$ cat config.mk
export PLATFORM = sky130hd
export DESIGN_NAME = umi_tx_splitter
export DESIGN_NICKNAME = d
export VERILOG_FILES = /design/src/rtl/umi_tx_splitter.sv
export SDC_FILE = /design/constraint.sdc
export NUM_CORES = 2
export LEC_CHECK = 0
export BUFFER_PORTS_ARGS = -buffer_cell sky130_fd_sc_hd__buf_2
export CORE_AREA = 2 2 617 619
export DETAILED_ROUTE_END_ITERATION = 8
export DIE_AREA = 0 0 619 621
export SYNTH_ARGS = -nofsm -noshare
export SYNTH_HDL_FRONTEND = slang
export SYNTH_SLANG_ARGS = --single-unit
$ cat constraint.sdc
create_clock -name clk -period 3.5 [get_ports clk]
set_clock_uncertainty 0.05 [all_clocks]
set_input_delay 0.175 -clock clk [delete_from_list [all_inputs] [get_ports clk]]
set_output_delay 0.175 -clock clk [all_outputs]
set_load 0.02 [all_outputs]
$ cat src/rtl/umi_tx_splitter.sv
// umi_tx_splitter: breaks a wide UMI transaction (RATIO*DW data bits) into
// a sequence of DW-wide UMI packets, rewriting addresses, LEN and EOM per beat.
// Optional macro SB_UMI_SPLIT_BYPASS_EN: single-beat inputs arriving while the
// holding register is empty are forwarded combinationally with zero latency.
module umi_tx_splitter #(
  parameter int DW    = 256,
  parameter int RATIO = 4,
  parameter int AW    = 64,
  parameter int CW    = 32
) (
  input  logic                clk,
  input  logic                nreset,
  input  logic                in_valid,
  output logic                in_ready,
  input  logic [CW-1:0]       in_cmd,
  input  logic [AW-1:0]       in_dstaddr,
  input  logic [AW-1:0]       in_srcaddr,
  input  logic [RATIO*DW-1:0] in_data,
  output logic                out_valid,
  input  logic                out_ready,
  output logic [CW-1:0]       out_cmd,
  output logic [AW-1:0]       out_dstaddr,
  output logic [AW-1:0]       out_srcaddr,
  output logic [DW-1:0]       out_data
);

  localparam int OB   = DW / 8;
  localparam int IDW  = RATIO * DW;
  localparam int KW   = (RATIO > 1) ? $clog2(RATIO) : 1;
  localparam int MAXB = RATIO * OB;

  typedef enum logic {IDLE, SEND} state_t;

  state_t state, state_nxt;

  logic [CW-1:0]  cmd_q;
  logic [AW-1:0]  dst_q, src_q;
  logic [IDW-1:0] data_q;
  logic [31:0]    tbc_q;
  logic [KW-1:0]  k_q, last_q;
  logic           pass_q;

  logic [16:0]    in_tb;
  logic [31:0]    in_tbc;
  logic [KW-1:0]  in_last;
  logic           in_pass;

  logic           bypass, last_beat, fire, capture;

  logic [CW-1:0]  b_cmd;
  logic [AW-1:0]  b_dst, b_src;
  logic [DW-1:0]  b_slice;
  logic [31:0]    b_tbc;
  logic [KW-1:0]  b_k, b_last;
  logic           b_pass;

  logic [31:0]    off, rem, bb;
  logic [CW-1:0]  beat_cmd;
  logic [DW-1:0]  beat_data;

  // Decode total bytes (clamped to the input width), last beat index and the
  // oversize-element pass-through case for the transaction on the input port.
  always_comb begin
    in_tb   = (17'(in_cmd[15:8]) + 17'd1) << in_cmd[7:5];
    in_pass = (17'd1 << in_cmd[7:5]) > 17'(OB);
    in_tbc  = (32'(in_tb) > 32'(MAXB)) ? 32'(MAXB) : 32'(in_tb);
    in_last = in_pass ? '0 : KW'((in_tbc + 32'(OB) - 32'd1) / 32'(OB) - 32'd1);
  end

`ifdef SB_UMI_SPLIT_BYPASS_EN
  assign bypass = (state == IDLE) && (in_last == '0);
`else
  assign bypass = 1'b0;
`endif

  assign out_valid = bypass ? in_valid : (state == SEND);
  assign last_beat = (state == SEND) && (k_q == last_q);
  assign fire      = out_valid && out_ready;
  assign in_ready  = nreset && (bypass ? out_ready
                                       : ((state == IDLE) || (last_beat && out_ready)));
  assign capture   = in_valid && in_ready && !bypass;

  // State register; reset drops any transaction in flight.
  always_ff @(posedge clk or negedge nreset) begin
    if (!nreset) state <= IDLE;
    else         state <= state_nxt;
  end

  // Next state: leave SEND only when the last beat goes out with nothing new arriving.
  always_comb begin
    state_nxt = state;
    case (state)
      IDLE: if (capture) state_nxt = SEND;
      SEND: if (fire && last_beat) state_nxt = capture ? SEND : IDLE;
      default: state_nxt = IDLE;
    endcase
  end

  // Holding register and beat index: load on capture, step k after each non-last beat.
  always_ff @(posedge clk or negedge nreset) begin
    if (!nreset) begin
      cmd_q  <= '0;
      dst_q  <= '0;
      src_q  <= '0;
      data_q <= '0;
      tbc_q  <= '0;
      k_q    <= '0;
      last_q <= '0;
      pass_q <= 1'b0;
    end else if (capture) begin
      cmd_q  <= in_cmd;
      dst_q  <= in_dstaddr;
      src_q  <= in_srcaddr;
      data_q <= in_data;
      tbc_q  <= in_tbc;
      k_q    <= '0;
      last_q <= in_last;
      pass_q <= in_pass;
    end else if (fire && (state == SEND) && !last_beat) begin
      k_q <= k_q + KW'(1);
    end
  end

  // Select the beat source: the holding register, or the live input when bypassing.
  always_comb begin
    b_slice = '0;
    for (int i = 0; i < RATIO; i++)
      if (k_q == KW'(i)) b_slice = data_q[i*DW +: DW];
    b_cmd  = cmd_q;
    b_dst  = dst_q;
    b_src  = src_q;
    b_tbc  = tbc_q;
    b_k    = k_q;
    b_last = last_q;
    b_pass = pass_q;
    if (bypass) begin
      b_slice = in_data[DW-1:0];
      b_cmd   = in_cmd;
      b_dst   = in_dstaddr;
      b_src   = in_srcaddr;
      b_tbc   = in_tbc;
      b_k     = '0;
      b_last  = '0;
      b_pass  = in_pass;
    end
  end

  // Build beat k: offset addresses, per-beat LEN/EOM, zero bytes past the payload end.
  always_comb begin
    off       = 32'(b_k) * 32'(OB);
    rem       = b_tbc - off;
    bb        = (rem < 32'(OB)) ? rem : 32'(OB);
    beat_cmd  = b_cmd;
    beat_data = b_slice;
    if (!b_pass) begin
      beat_cmd[15:8] = 8'((bb >> b_cmd[7:5]) - 32'd1);
      beat_cmd[22]   = (b_k == b_last) ? b_cmd[22] : 1'b0;
      for (int j = 0; j < OB; j++)
        if (32'(j) >= bb) beat_data[j*8 +: 8] = 8'h00;
    end
    out_cmd     = out_valid ? beat_cmd : '0;
    out_dstaddr = out_valid ? (b_dst + AW'(off)) : '0;
    out_srcaddr = out_valid ? (b_src + AW'(off)) : '0;
    out_data    = out_valid ? beat_data : '0;
  end

endmodule

==> qor.csv <==
stage,metric,value,unit
sta,slew margin rel.,0.218,
final_layout,"commonest non-fill, non-tap cells in the layout","nand2_1, dlygate4sd3_1, buf_2, dfrtp_1, nor2_1",
setup_path,crit path DAT,4.07,ns
synth,Post-Synth Simple-Gate Area,0.322,
clocking,CTS tree,yes,
sta,Least-Margin Pin Slew,1.17,ns
final_layout,Final Util,0.274,
floorplanning,Die Area,0.384,mm^2
power,leakage,0.0503,uW
clocking,CTS buffer count,156,
sta,fin. max-slew vios,0,
drt,Avg WL per Cell,26.1,um
sta,setup ws final,-0.800,ns
sta,Tcrit/Tclk final,1.23,
place,hpwl dp,307,mm
synth,post-synthesis async set-or-reset flop share,1.00,
power,clock group share of total power,0.169,
synth,sequential-to-total area share from yosys stat,0.524,
synth,Post-Synth XOR/XNOR Area,0.0173,
sta,Fin. Hold Viols,0,
place,Placed Cells,14100,
power,sw power,47900,uW
sta,RSZ-0062 raised after global routing,true,
synth,Yosys warnings,0,
power,switching portion of total power,0.485,
flow_run,maxcap violations,0,
synth,Syn Inst Count,7550,
place,IO Port Bufs,1605,
floorplanning,Initial Utilization,0.153,
power,sequential power share,0.257,
power,maximum VDD drop,1.07,mV
synth,area fraction of the dominant cell type after synthesis,0.524,
run_status,failing checks,negative setup slack,
power,combinational share of power,0.575,
synth,Synth cell types,75,
synth,Compound-Gate Fraction of Synth Area,0.0972,
global_routing,total grt overflow,0,
global_routing,Tot GR Track Use,0.217,
setup_path,Worst EP required,3.27,ns
sta,min cycle time layout,4.30,ns
global_routing,first-pass GRT wire length,585,mm
clocking,H-Tree Depth,4,
clocking,clock sinks,1206,
floorplanning,Die Wd,619,um
synth,Post-synth EDFFs,0,
synth,synthesis-stage register bit count,1206,
synth,post-synthesis adder-cell area fraction,0.00365,
final_layout,nets,12400,
place,RD Place Congestion,0.935,
sta,Max Clk Rate,233,MHz
synth,largest family of logic cells by synthesized area,simple AND/OR/NAND/NOR gates,
synth,Area contributors post-synth,"dfrtp_1, nand2_1, nor2_1, a21oi_1, a22oi_1",
global_routing,initial antenna violation count,258,
power,Internal,50700,uW
synth,Synth Flop Type,dfrtp_1,
final_layout,share of layout cells above drive strength 1,0.232,
drt,Final ANT Viol Nets,0,
synth,mapped cell area,0.0576,mm^2
min_path,Tightest Hold Check Type,input port to register,
drt,DR vias,73400,
sta,final setup fails,340,
global_routing,number of global-route vias before repair,73600,
floorplanning,row count,226,
floorplanning,# IOs,1606,
setup_path,crit start category,register,
run_status,status,"finished, violations left",
clocking,"Clk pin slew, worst setup/hold paths",0.06,ns
drt,routed wire length,431,mm
setup_path,critical path class,register to output port,
setup_path,CP endpoint kind,output port,
power,Power Density,953,mW/mm^2
drt,Residual DRC,0,
setup_path,Crit Path Max Fanout,2,
floorplanning,die height,621,um
drt,drt first pass iters,7,
drt,1st-iter DRT viols,8199,
synth,"Net Count, Synth",8753,
floorplanning,Core Box Area,0.378,mm^2
drt,Vias/cell,4.44,
global_routing,largest net degree at the start of global routing,160,
clocking,CTS root buf,clkbuf_16,
synth,Mean Syn Cell Area,7.63,um^2
clocking,clk_lat worst skew,0.85,ns
clocking,Max clock buf depth,4,
synth,fraction of synthesized area in multiplexers,0.00126,
final_layout,Non-Filler Instances,16500,
final_layout,"commonest non-fill, non-tap cell in the layout",nand2_1,
final_layout,area delta synth->final,79.5,%
synth,top cell type by total area after synthesis,dfrtp_1,
-- stage by stage --
step	TNS [ns]	instance area (um^2)	power [uW]	hold slack [ns]	worst slack, ns
detailed placement	-9.76	75000	71100	0.0610	-0.289
floorplan	0	57600	45000	-0.171	0.0386
CTS	-228.77	101000	92500	0.0000621	-0.847
global placement	-4.84	75000	70700	0.0627	-0.285
finish	-195.44	103000	98600	0.0778	-0.800
global route	-248.00	103000	104000	0.0379	-0.943
-- synthesized netlist by cell type (9+ instances only) --
cell	number
nand2_1	3597
o21ai_0	46
and3_1	25
nand3_1	46
nand4_1	34
and2_1	65
nor3_1	21
dfrtp_1	1206
xnor2_1	43
nor2_1	897
a22oi_1	256
inv_1	27
and4_1	22
clkbuf_1	401
o21a_1	9
a21oi_1	535
buf_2	22
ha_1	12
xor2_1	71
buf_1	63
o21ai_2	22
or3_1	12
-- what timing repair did --
item,CTS,global route
hold endpoints to repair,1705,0
pin swaps,59,192
setup endpoints to repair,352,360
buffers inserted,11,32
cloned,0,5
hold buffers,1910,0
resized for setup,321,601
-- state kept, by name (all words and copies together) (netlist names) --
register   count
b_tbc         16
data_q      1024
b_last         2
b_dst         64
b_src         64
out_valid      1
b_pass         1
b_k            2
b_cmd         32
-- layer usage --
layer | vias to the layer above | GRT usage | wire [um]
met1 | 35100 | 0.255 | 168000
li1 | 31500 | - | -
met5 | - | 0.00985 | 811
met4 | 114 | 0.148 | 34300
met2 | 4784 | 0.327 | 189000
met3 | 1803 | 0.0783 | 39600
-- final timing paths --
kind	start	to	slack (ns)	depth (start not counted)
worst max-delay path	b_k[0]	out_cmd[14]	-0.80	15
worst max register to register	b_k[1]	data_q[162]	0.16	10
worst min register to register	b_cmd[23]	b_cmd[23]	0.42	2
min in group asynchronous	nreset	data_q[1010]	0.58	4
worst min-delay path	in_dstaddr[5]	b_dst[5]	0.08	4
max in group asynchronous	nreset	data_q[658]	1.12	5
-- power groups by stage --
stage	clock network (uW)	registers, uW	logic, uW
2_1_floorplan	0	23300	21800
3_3_place_gp	0	24900	45800
3_5_place_dp	0	25000	46100
4_1_cts	16900	24900	50700
5_1_grt	17500	25900	60300
6_report	16600	25300	56600
-- layout make-up --
type | count | area, um^2
well taps | 5016 | 6280
inverters | 29 | 114
flip-flops and latches | 1206 | 30200
repair buffers | 3994 | 33900
diodes | 172 | 430
clock buffers | 220 | 4540
clock inverters | 56 | 558
fillers | 39300 | 274000
multi-input cells | 5825 | 27400
-- critical path, cell delays in order, from the launching register on --
cell and delay (ns):
dfrtp_1 0.40, ha_4 0.17, fa_1 0.49, nor4b_4 0.23, nand4_1 0.16, buf_4 0.19
buf_4 0.14, o311ai_4 0.26, o41ai_4 0.15, inv_2 0.09, ha_4 0.14, inv_4 0.04
or3_4 0.34, a21oi_4 0.17, buf_6 0.15, buf_12 0.11
-- cell families (layout without fill, tap and decap cells) --
family	after synthesis	count (layout)
DFF	1206	1206
other	0	172
AOI/OAI and AO/OA	930	930
xor gates and xnor gates	114	114
and+or+nand+nor	4758	4759
adders and majority gates	15	15
muxes	7	7
buffers and inverters	520	4299
Note: power is estimated with default switching activity, not from simulation.
